--- src/rtl/qcw_pkg.sv ---
// Shared types for the QCW burst scheduler.
// State encoding and default tick divider.
package qcw_pkg;

  localparam int QCW_TICK_DIV = 50;

  typedef enum logic [2:0] {
    ST_IDLE      = 3'd0,
    ST_FIRE      = 3'd1,
    ST_WAIT_DONE = 3'd2,
    ST_COOLDOWN  = 3'd3,
    ST_FAULT     = 3'd4
  } qcw_state_e;

endpackage

--- src/rtl/qcw_tick_gen.sv ---
// Free-running tick prescaler for the QCW scheduler.
// One-clock tick every DIV clocks; held at phase zero while clr.
module qcw_tick_gen #(
  parameter int DIV = 50
) (
  input  logic clk,
  input  logic rst_n,
  input  logic clr,
  output logic tick
);

  localparam int W = (DIV > 1) ? $clog2(DIV) : 1;
  localparam logic [W-1:0] LAST = W'(DIV - 1);

  logic [W-1:0] r_cnt;

  always_ff @(posedge clk or negedge rst_n) begin
    if (!rst_n) begin
      r_cnt <= '0;
    end else if (clr || (r_cnt == LAST)) begin
      r_cnt <= '0;
    end else begin
      r_cnt <= r_cnt + 1'b1;
    end
  end

  assign tick = !clr && (r_cnt == LAST);

endmodule

--- src/rtl/qcw_burst_scheduler.sv ---
// QCW burst scheduler: paces start requests to the bridge driver
// by period, cooldown and burst count, with timeout/fault handling.
module qcw_burst_scheduler
  import qcw_pkg::*;
#(
  parameter int TICK_DIV = QCW_TICK_DIV,
  parameter int CNT_W    = 16
) (
  input  logic             wb_clk_i,
  input  logic             wb_rst_ni,
  input  logic             enable_i,
  input  logic [CNT_W-1:0] period_i,
  input  logic [CNT_W-1:0] burst_count_i,
  input  logic [CNT_W-1:0] cooldown_i,
  input  logic [CNT_W-1:0] timeout_i,
  input  logic             clear_fault_i,
  input  logic             qcw_done_i,
  input  logic             qcw_fault_i,
  input  logic             qcw_halt_i,
  output logic             qcw_start_o,
  output logic             busy_o,
  output logic             fault_latched_o,
  output logic [CNT_W-1:0] bursts_done_o
);

  qcw_state_e r_state;
  qcw_state_e w_next;

  logic [CNT_W-1:0] r_period;
  logic [CNT_W-1:0] r_count;
  logic [CNT_W-1:0] r_cool;
  logic [CNT_W-1:0] r_tmo;
  logic [CNT_W-1:0] r_per_cnt;
  logic [CNT_W-1:0] r_cd_cnt;
  logic [CNT_W-1:0] r_to_cnt;
  logic [CNT_W-1:0] r_bursts;

  logic             w_tick;
  logic             w_idle;
  logic [CNT_W-1:0] w_per_nx;
  logic [CNT_W-1:0] w_cd_nx;
  logic [CNT_W-1:0] w_to_nx;
  logic [CNT_W-1:0] w_per_min;
  logic [CNT_W-1:0] w_bursts_inc;
  logic             w_cd_ok;
  logic             w_to_hit;
  logic             w_last;
  logic             w_exit;
  logic             w_start_run;
  logic             w_done_hit;

  function automatic logic [CNT_W-1:0] f_sat_inc(
    input logic [CNT_W-1:0] v,
    input logic             en
  );
    return (en && (v != '1)) ? v + 1'b1 : v;
  endfunction

  assign w_idle = (r_state == ST_IDLE);

  qcw_tick_gen #(
    .DIV (TICK_DIV)
  ) u_tick (
    .clk   (wb_clk_i),
    .rst_n (wb_rst_ni),
    .clr   (w_idle),
    .tick  (w_tick)
  );

  // Comparisons use the post-tick value so a tick can end a wait
  assign w_per_nx  = f_sat_inc(r_per_cnt, w_tick);
  assign w_cd_nx   = f_sat_inc(r_cd_cnt, w_tick);
  assign w_to_nx   = f_sat_inc(r_to_cnt, w_tick);
  assign w_per_min = (r_period == '0) ? CNT_W'(1) : r_period;

  assign w_cd_ok = (w_cd_nx >= r_cool)
                && (w_per_nx >= w_per_min);
  assign w_to_hit = (r_tmo != '0)
                 && (w_to_nx >= r_tmo);

  assign w_bursts_inc = f_sat_inc(r_bursts, 1'b1);
  assign w_last = (r_count != '0)
               && (w_bursts_inc == r_count);

  assign w_exit = (r_state == ST_COOLDOWN)
               && !qcw_fault_i
               && !qcw_halt_i
               && w_cd_ok;

  assign w_start_run = w_idle && enable_i;
  assign w_done_hit  = (r_state == ST_WAIT_DONE)
                    && qcw_done_i;

  always_ff @(posedge wb_clk_i or negedge wb_rst_ni) begin
    if (!wb_rst_ni) begin
      r_state <= ST_IDLE;
    end else begin
      r_state <= w_next;
    end
  end

  always_comb begin
    w_next = r_state;
    unique case (r_state)
      ST_IDLE: begin
        if (enable_i) w_next = ST_FIRE;
      end
      ST_FIRE: begin
        if (qcw_fault_i)     w_next = ST_FAULT;
        else if (qcw_halt_i) w_next = ST_IDLE;
        else                 w_next = ST_WAIT_DONE;
      end
      ST_WAIT_DONE: begin
        if (qcw_fault_i)     w_next = ST_FAULT;
        else if (qcw_halt_i) w_next = ST_IDLE;
        else if (w_to_hit)   w_next = ST_FAULT;
        else if (qcw_done_i) w_next = ST_COOLDOWN;
      end
      ST_COOLDOWN: begin
        if (qcw_fault_i)     w_next = ST_FAULT;
        else if (qcw_halt_i) w_next = ST_IDLE;
        else if (w_exit) begin
          w_next = (!enable_i || w_last) ? ST_IDLE : ST_FIRE;
        end
      end
      ST_FAULT: begin
        if (clear_fault_i && !enable_i) w_next = ST_IDLE;
      end
      default: w_next = ST_IDLE;
    endcase
  end

  always_comb begin
    qcw_start_o     = 1'b0;
    busy_o          = 1'b1;
    fault_latched_o = 1'b0;
    unique case (r_state)
      ST_IDLE:  busy_o = 1'b0;
      ST_FIRE:  qcw_start_o = 1'b1;
      ST_FAULT: begin
        busy_o          = 1'b0;
        fault_latched_o = 1'b1;
      end
      default: ;
    endcase
  end

  always_ff @(posedge wb_clk_i or negedge wb_rst_ni) begin
    if (!wb_rst_ni) begin
      r_period <= '0;
      r_count  <= '0;
      r_cool   <= '0;
      r_tmo    <= '0;
      r_bursts <= '0;
    end else if (w_start_run) begin
      r_period <= period_i;
      r_count  <= burst_count_i;
      r_cool   <= cooldown_i;
      r_tmo    <= timeout_i;
      r_bursts <= '0;
    end else if (w_exit) begin
      r_bursts <= w_bursts_inc;
    end
  end

  always_ff @(posedge wb_clk_i or negedge wb_rst_ni) begin
    if (!wb_rst_ni) begin
      r_per_cnt <= '0;
      r_cd_cnt  <= '0;
      r_to_cnt  <= '0;
    end else begin
      r_per_cnt <= (r_state == ST_FIRE) ? '0 : w_per_nx;
      r_to_cnt  <= (r_state == ST_FIRE) ? '0 : w_to_nx;
      r_cd_cnt  <= w_done_hit ? '0 : w_cd_nx;
    end
  end

  assign bursts_done_o = r_bursts;

endmodule
--- config.mk ---
export PLATFORM = sky130hd
export DESIGN_NAME = qcw_burst_scheduler
export DESIGN_NICKNAME = d
export VERILOG_FILES = /design/src/rtl/qcw_pkg.sv /design/src/rtl/qcw_tick_gen.sv /design/src/rtl/qcw_burst_scheduler.sv
export SDC_FILE = /design/constraint.sdc
export NUM_CORES = 1
export LEC_CHECK = 0
export BUFFER_PORTS_ARGS = -buffer_cell sky130_fd_sc_hd__buf_2
export CAP_MARGIN = 25
export CORE_MARGIN = 4
export CORE_UTILIZATION = 64
export DETAILED_ROUTE_END_ITERATION = 6
export GPL_ROUTABILITY_DRIVEN = 0
export PLACE_DENSITY = 0.95
export SKIP_LAST_GASP = 1
export SLEW_MARGIN = 20
export SYNTH_ARGS = -nofsm -noshare
export SYNTH_HDL_FRONTEND = slang
export SYNTH_SLANG_ARGS = --single-unit
--- constraint.sdc ---
create_clock -name wb_clk_i -period 11.4 [get_ports wb_clk_i]
set_input_delay 1.14 -clock wb_clk_i [delete_from_list [all_inputs] [get_ports wb_clk_i]]
set_output_delay 1.14 -clock wb_clk_i [all_outputs]
set_load 0.1 [all_outputs]
== Word-level counts from Yosys, hierarchy flattened ==
Cells that the tools add are included.
Operators by class
  mux-type cells: 27
  equality and inequality tests: 14
  magnitude comparators: 3
  add/subtract/negate cells: 5
  reduce and logical (&&, ||, !) cells: 26
Operator list (number)
  $mux 16: 10
  $add 16x1->16 const B: 4
  $ne 16x16->1 const B: 4
  $ge 16x16->1: 3
  $reduce_bool 16->1: 2
  $mux 3: 10
  $eq 16x16->1: 1
  $logic_not 16->1: 1
  $pmux 3 s5: 1
  $logic_and 1x1->1: 13
  $add 6x1->6 const B: 1
  $eq 3x2->1 const B: 2
  $eq 6x6->1 const B: 1
  $mux 6: 1
  $ne 5x5->1 const B: 1
  $logic_not 1->1: 4
  $mux 1: 4
  $ne 2x2->1 const B: 2
  $ne 4x4->1 const B: 1
  $reduce_and 4->1: 1
  $eq 3x1->1 const B: 1
  $eq 3x3->1 const B: 1
  $logic_not 3->1: 1
  $logic_or 1x1->1: 2
  other kinds (3): 3
Storage, ports and cells
  input port bits: 71
  word-level logic and storage cells: 85
  flip-flop bits (word level): 137

== Depth between registers and ports, before layout ==
Gate-level depths: netlist (run 1).
  depth in word-level cells: 12
  mapped depth: 18

== Hierarchy ==
A second synthesis (run 1) with hierarchy kept.
Second synthesis, totals
  cell total of the unflattened synthesis: 899
  area, all modules: 8146.6 µm²
By module, submodules not included
  qcw_burst_scheduler: times used 1, area each 7863.8 µm², cells an instance 872, seq. area each 3278.1 µm²
  qcw_tick_gen: times used 1, area each 282.8 µm², cells an instance 27, seq. area each 150.1 µm²

== Worst setup path before layout (run 1) ==
Ideal clock, no wire load.
  path type: register to register
  from: register r_state[0]
  to: register r_bursts[8], in the netlist bursts_done_o[8]
  data arrival time: 4.290 ns
  library setup time: 0.094 ns
  cell stages (with the launch flop): 19
  required time: 11.306 ns
  period minus slack after synthesis: 4.385 ns
  path slack: 7.015 ns
  path through: dfrtp_1 > nor2_1 > inv_2 > nor2_1 > or4_4 > a21oi_2 > nand4_2 > nor2_1 > xor2_1 > ha_1 > a21o_1 > a211o_1 > a211o_1 > a211oi_1 > o21ai_1 > o2111a_1 > clkbuf_1 > and3_1 > a211oi_1
Between the ends
  cells in the longest elaborated chain, start to end: 9
  elaborated cells between the ends (all ways): 17
  those cells by class: 2 x order compare; 1 x eq/ne; 3 x mux; 11 x reduce/logical
RTL lines
  from (decl): line qcw_burst_scheduler.sv:26  | qcw_state_e r_state;
  from (signal assigned): line qcw_burst_scheduler.sv:98  | r_state <= w_next;
  $logic_not 3->1: line qcw_burst_scheduler.sv:59  | assign w_idle = (r_state == ST_IDLE);
  $logic_not 1->1: line qcw_tick_gen.sv:27  | assign tick = !clr && (r_cnt == LAST);
  $logic_and 1x1->1: line qcw_tick_gen.sv:27
  $logic_and 1x1->1: line qcw_burst_scheduler.sv:56  | return (en && (v != '1)) ? v + 1'b1 : v;
  $mux 16: line qcw_burst_scheduler.sv:56
  $ge 16x16->1, on equally long branches: line qcw_burst_scheduler.sv:76, qcw_burst_scheduler.sv:77
  $logic_and 1x1->1: line qcw_burst_scheduler.sv:77  | && (w_per_nx >= w_per_min);
  $logic_and 1x1->1: line qcw_burst_scheduler.sv:88  | && w_cd_ok;
  $reduce_bool 2->1 (no line)
  to (signal assigned): line qcw_burst_scheduler.sv:162  | r_bursts <= w_bursts_inc;
  to (decl): line qcw_burst_scheduler.sv:36  | logic [CNT_W-1:0] r_bursts;
Several ways; a longest one is shown, not always the timed one.
A chain may end at the register's enable or synchronous reset.

== Worst setup path after layout (run 1) ==
  from: register r_state[1]
  to: register r_bursts[13], in the netlist bursts_done_o[13]
Same word-level chain as after synthesis.

==> results of run 1 <==
cells in the mapped netlist (3+ instances only):
| library cell | n | area (um^2) |
|---|---|---|
| nand2_1 | 138 | 518 |
| dfrtp_1 | 137 | 3430 |
| o21ai_0 | 61 | 305 |
| inv_1 | 59 | 221 |
| ha_1 | 54 | 676 |
| xnor2_1 | 44 | 385 |
| nor2_1 | 37 | 139 |
| nand4_1 | 30 | 188 |
| clkbuf_1 | 29 | 109 |
| o31a_1 | 28 | 245 |
| nand3_1 | 26 | 130 |
| nor3_1 | 21 | 105 |
| nor2b_1 | 19 | 119 |
| xor2_1 | 19 | 166 |
| a21oi_1 | 15 | 75.1 |
| and3_1 | 14 | 87.6 |
| a31oi_1 | 13 | 81.3 |
| a21o_1 | 12 | 90.1 |
| buf_2 | 12 | 60.1 |
| nor4_1 | 12 | 75.1 |
| a211oi_1 | 11 | 82.6 |
| and4_1 | 10 | 87.6 |
| o211ai_1 | 9 | 67.6 |
| nand2b_1 | 8 | 50.1 |
| o311ai_0 | 7 | 61.3 |
| a211o_1 | 5 | 43.8 |
| buf_1 | 5 | 18.8 |
| o21a_1 | 4 | 30.0 |
| a221oi_1 | 3 | 26.3 |
| a311oi_1 | 3 | 26.3 |
| and2_1 | 3 | 18.8 |
| mux2i_1 | 3 | 30.0 |
| nor4_2 | 3 | 37.5 |
| o31ai_1 | 3 | 22.5 |
worst max path at each step:
stage	from	end	slack, ps	cells after the start
after detailed placement	r_state[1]$_DFFE_PN0P_	bursts_done_o[13]$_DFFE_PN0P_	6250	17
after CTS	r_state[1]$_DFFE_PN0P_	bursts_done_o[13]$_DFFE_PN0P_	5960	17
final	r_state[1]$_DFFE_PN0P_	bursts_done_o[13]$_DFFE_PN0P_	5850	17
after floorplan	r_state[0]$_DFFE_PN0P_	bursts_done_o[8]$_DFFE_PN0P_	7020	18
after global routing	r_state[1]$_DFFE_PN0P_	bursts_done_o[13]$_DFFE_PN0P_	5550	17
after global placement	r_state[1]$_DFFE_PN0P_	bursts_done_o[2]$_DFFE_PN0P_	6490	17
layout make-up:
class                   instances  area (um^2)  share of cell area [%]
flip-flops and latches        137         3430                    35.8
clock buffers                  20          457                    4.76
multi-input cells             664         4470                    46.6
repair buffers                 96          524                    5.47
clock inverters                12          268                    2.79
inverters                      60          225                    2.35
well taps                     172          215                    2.24
sequential cells by signal, indices dropped and copies added, names as in the netlist:
name / flops
r_state: 3
r_to_cnt: 16
r_count: 16
r_period: 16
r_per_cnt: 16
r_tmo: 16
r_cool: 16
bursts_done_o: 16
u_tick.r_cnt: 6
r_cd_cnt: 16
stage by stage:
step	cell area, um^2	cells	hold WS (ps)
after global placement	8830	1128	471
after floorplan	8350	911	448
after global routing	9590	1161	528
final	9590	1161	490
after detailed placement	8830	1128	489
after CTS	9560	1160	496
critical path: stages (launching register included):
cell	delay (ps)
dfrtp_1	970
nor2_1	210
inv_2	150
nor2_1	70
or4_4	600
a21oi_2	290
nand4_2	260
nor2_1	190
xor2_1	200
ha_1	270
a21o_1	180
a211o_1	290
a211o_1	350
a211oi_1	330
o21ai_1	200
o2111a_1	320
and3_1	260
a311oi_1	290
metal layers:
layer	wire length, um	up-vias	GRT usage, %
met5	0	-	0
met4	989	0	15.3
met3	1730	108	7.42
met2	10700	396	51.4
met1	8660	3577	38.1
li1	-	3400	-
cell families (layout without fill, tap and decap cells):
logic type               Yosys count  after routing  synth area share, %
AO/OA/AOI/OAI                    200            200                 17.0
multiplexers                       5              5                0.629
AND/OR/NAND/NOR                  342            342                 21.1
adder cells (fa/ha/maj)           54             54                 8.09
buffers and inverters            110            188                 5.50
flip-flops                       137            137                 41.1
XOR/XNOR                          63             63                 6.61
power by group:
| group | internal [uW] | total (uW) | switching (uW) |
|---|---|---|---|
| clock | 465 | 679 | 213 |
| sequential | 605 | 696 | 90.2 |
| combinational | 186 | 560 | 374 |
| total | 1260 | 1930 | 677 |
==> out/qor.yml, run 1 <==
status: "finished, final reports clean"
synth_flop_cell: "dfrtp_1"
worstMarginPinSlew_ps: 964
final_cell_mix: "nand2_1, dfrtp_1, buf_2, o21ai_0, inv_1"
rr_endpoint: "bursts_done_o[13]$_DFFE_PN0P_"
cp-start-kind: "flip-flop"
diodes: 0
drc: 0
synth_fp_nets: 1036
drt_iter0_drc: 1034
worstSkewPairLatency_ps: 430
cts.sink_count: 137
dieArea_um2: 14900
drive_above_1_share_pct: 15.8
min_to: "u_tick.r_cnt[0]$_DFF_PN0_"
fp-row-count: 41
viasPerCell: 6.44
vdd_drop_max_v: 0.000191
overflow: 0
finalCritPeriodShare_pct: 48.7
clkTransAtPathRegs_ps: 60
hold_class: "reg2reg"
rsz0062_at_grt: "false"
ys_warn_count: 0
max-cap-violations: 0
rr_startpoint: "r_state[1]$_DFFE_PN0P_"
grt_pass1_wl_um: 36500
drt_first_pass_iters: 6
reg2regPathDepth: 17
p_total_uw: 1930
pre_cts_ws_ps: 6250
synth.avg_cell_area_um2: 9.16
hold_depth: 1
leakage_uw: 0.00460
rrSetupSlack_ps: 5850
via_count: 7481
drv_slew: 0
wire_per_inst_um: 19.0
hold_violations: 0
finalCriticalPeriod_ps: 5550
worstPathRequired_ps: 11720
crit_path_end_kind: "flip-flop"
grt_pass1_vias: 7372
die_width_um: 122
final.setup.tns_ps: 0
slew_headroom_pct: 35.7
finClkSkew_ps: 9.46
crit_path_max_fanout: 31
clock.fmax_ghz: 0.180
core_um2: 12700
drtAntennaViolNets: 0
initial_utilization_pct: 65.9
synth_edf_count: 0
yosysSeqAreaShare_pct: 41.1
postSynth.asyncResetShare_pct: 100
routed_wl_um: 22100
syn_inst: 911
cts.repair.resized: 0
track_usage_pct: 31.0
hp-start: "u_tick.r_cnt[0]$_DFF_PN0_"
grt_antenna_before_repair: 0
setup_viol: 0
layout.cells.most_common: "nand2_1"
synth_cell_types: 75
synthToLayoutAreaGrowth_pct: 14.9
clock_tree.root_cell: "clkbuf_16"
grt_max_degree: 80
p_per_area_nw_per_um2: 202
dp_hpwl_um: 14600
hold_buffers: 0
syn_area_um2: 8350
clockBufferDepth: 2
htreeDepth: 4
utilization_pct: 75.7
cts_tree: "done"
nets: 1101
die_h_um: 122
ys_seq_elements: 137
worstSetupPathType: "reg2reg"
cts_setup_buffers: 0
cp.arrival_ps: 5880
nFillCells: 817
port_buffers: 89
io_pins: 90
cts_made_buffers: 17
setup_slack_ps: 5850
No activity file was read; power rests on OpenSTA's default activity.
==> run 2: changes to the inputs <==
- CORE_UTILIZATION: 64 -> 54
- PLACE_DENSITY: 0.95 -> 0.86
- clock period: 11.4 -> 4.8 ns (I/O delays scaled with it)
==> out/qor.yml, run 2 (synthesis gave the netlist of run 1 again) <==
layout.cells.most_common: "nand2_1"  # unchanged
die_width_um: 132  # was 122 um
grt_max_degree: 102  # was 80
clkTransAtPathRegs_ps: 60  # about the same
p_clk_share_pct: 28.6  # was 35.1%
slew_headroom_pct: 44.0  # was 35.7%
critPathSlowestCell: "or4_4"  # was dfrtp_1
power.switching_uw: 1530  # was 677 uW
initial_utilization_pct: 55.1  # was 65.9%
cp-start-kind: "flip-flop"  # unchanged
placedInstanceArea_um2: 8870  # was 8830 um^2
grt_pass1_vias: 7084  # was 7372
crit_path_end_kind: "flip-flop"  # unchanged
crit_family: "compound AO/OA/AOI/OAI gates"  # unchanged
design_area_um2: 9430  # was 9590 um^2
clockBufferDepth: 2  # unchanged
dp_hpwl_um: 14500  # was 14600 um
p_per_area_nw_per_um2: 437  # was 202 nW/um^2
drv_slew: 0  # unchanged
cp.arrival_ps: 4720  # was 5880 ps
wire_per_inst_um: 17.3  # was 19.0 um
grt_pass1_wl_um: 34100  # was 36500 um
worstPathRequired_ps: 5120  # was 11720 ps
nets: 1105  # was 1101
drc: 0  # unchanged
power_frac_comb_pct: 31.7  # was 28.9%
viasPerCell: 6.00  # was 6.44
track_usage_pct: 23.5  # was 31.0%
diodes: 0  # unchanged
hold_class: "in2reg"  # was reg2reg
drtAntennaViolNets: 0  # unchanged
finClkSkew_ps: 5.98  # was 9.46 ps
fp-row-count: 45  # was 41
max-cap-violations: 0  # unchanged
synthToLayoutAreaGrowth_pct: 13.0  # was 14.9%
p_seq_share_pct: 39.8  # was 36.0%
status: "finished, final reports clean"  # unchanged
via_count: 7067  # was 7481
setup_viol: 0  # unchanged
worstSetupPathType: "reg2reg"  # unchanged
worstSkewPairLatency_ps: 420  # was 430 ps
grt_antenna_before_repair: 0  # unchanged
final_cell_mix: "nand2_1, dfrtp_1, buf_2, o21ai_0, inv_1"  # unchanged
leakage_uw: 0.00453  # was 0.00460 uW
p_int_uw: 2600  # was 1260 uW
finalCritPeriodShare_pct: 91.6  # was 48.7%
cts_made_buffers: 17  # unchanged
overflow: 0  # unchanged
final.setup.tns_ps: 0  # unchanged
drive_above_1_share_pct: 15.4  # was 15.8%
max_stage_delay_ps: 490  # was 970 ps
core_um2: 15100  # was 12700 um^2
die_h_um: 132  # was 122 um
port_buffers: 89  # unchanged
cts.sink_count: 137  # unchanged
htreeDepth: 4  # unchanged
drt_iter0_drc: 769  # was 1034
cp.buffers_inverters: 1  # unchanged
finalCriticalPeriod_ps: 4400  # was 5550 ps
vdd_drop_max_v: 0.000366  # was 0.000191 V
clock.fmax_ghz: 0.227  # was 0.180 GHz
rsz0062_at_grt: "false"  # unchanged
cts_tree: "done"  # unchanged
worstMarginPinSlew_ps: 838  # was 964 ps
io_pins: 90  # unchanged
p_sw_share_pct: 37.0  # was 35.0%
dieArea_um2: 17500  # was 14900 um^2
crit_path_max_fanout: 11  # was 31
routed_wl_um: 20400  # was 22100 um
hold_violations: 0  # unchanged
crit_path_cell_trace: "inv_1, ha_1, nand2b_1, or4_4, a21oi_2, nand4_2, nor2_1, xor2_1, ha_1, a21o_1, a211o_1, a211o_1, a211oi_1, o21ai_1, o2111a_1, and3_1, a311oi_1"  # was nor2_1, inv_2, nor2_1, or4_4, a21oi_2, nand4_2, nor2_1, xor2_1, ha_1, a21o_1, a211o_1, a211o_1, a211oi_1, o21ai_1, o2111a_1, and3_1, a311oi_1
drt_first_pass_iters: 5  # was 6
clock_tree.root_cell: "clkbuf_16"  # unchanged
[run 2: metrics by stage]
stage	power, uW	worst slack (ps)	hold slack (ps)	std cells	utilization, %
4_1_cts	4140	427	215	1175	62.0
3_5_place_dp	2940	451	500	1146	58.5
6_report	4120	403	244	1178	62.3
5_1_grt	4420	63.8	244	1178	62.3
2_1_floorplan	2560	415	184	911	-
3_3_place_gp	2890	649	475	1146	58.5
[run 2: final timing paths]
| path | start | cells after the start | slack (ps) | to |
|---|---|---|---|---|
| max | u_tick.r_cnt[1]$_DFF_PN0_ | 17 | 400 | bursts_done_o[2]$_DFFE_PN0P_ |
| min | burst_count_i[11] | 3 | 240 | r_count[11]$_DFFE_PN0P_ |
| max reg2reg | u_tick.r_cnt[1]$_DFF_PN0_ | 17 | 400 | bursts_done_o[2]$_DFFE_PN0P_ |
| min reg2reg | u_tick.r_cnt[0]$_DFF_PN0_ | 1 | 500 | u_tick.r_cnt[0]$_DFF_PN0_ |
| max in group asynchronous | wb_rst_ni | 4 | 3120 | r_cd_cnt[7]$_DFF_PN0_ |
| min in group asynchronous | wb_rst_ni | 2 | 510 | r_period[12]$_DFFE_PN0P_ |
[run 2: what timing repair did]
action | in CTS | in global routing
endpoints found under the hold margin | 0 | 31
gates resized for setup | 0 | 0
setup endpoints to repair | 0 | 0
buffers inserted | 0 | 0
hold buffers | 0 | 1
[run 2: metal layers]
metal  GRT usage, %  up-vias  share of wire (%)
met5              0        -                  0
li1               -     3398                  -
met1           30.3     3376                 43
met2           38.0      241                 47
met3           6.15       52                7.1
met4           9.35        0                2.8
[run 2: final cells by class]
class,count,area [um^2]
Timing Repair Buffer,100,554
Tap cell,188,235
Sequential cell,137,3430
Clock inverter,3,15.0
Inverter,60,225
Clock buffer,26,509
Fill cell,1232,5710
Multi-Input combinational cell,664,4470
[run 2: power groups by stage]
stage               Combinational (uW)  Clock (uW)  Sequential, uW
finish                            1310        1180            1640
CTS                               1310        1190            1640
global route                      1500        1250            1670
global placement                  1250           0            1640
detailed placement                1290           0            1650
floorplan                          970           0            1580
[run 2: tightest hold or removal path, stage by stage]
cell     delay, ps
buf_2           70
nand2_1         40
nand2_1         40
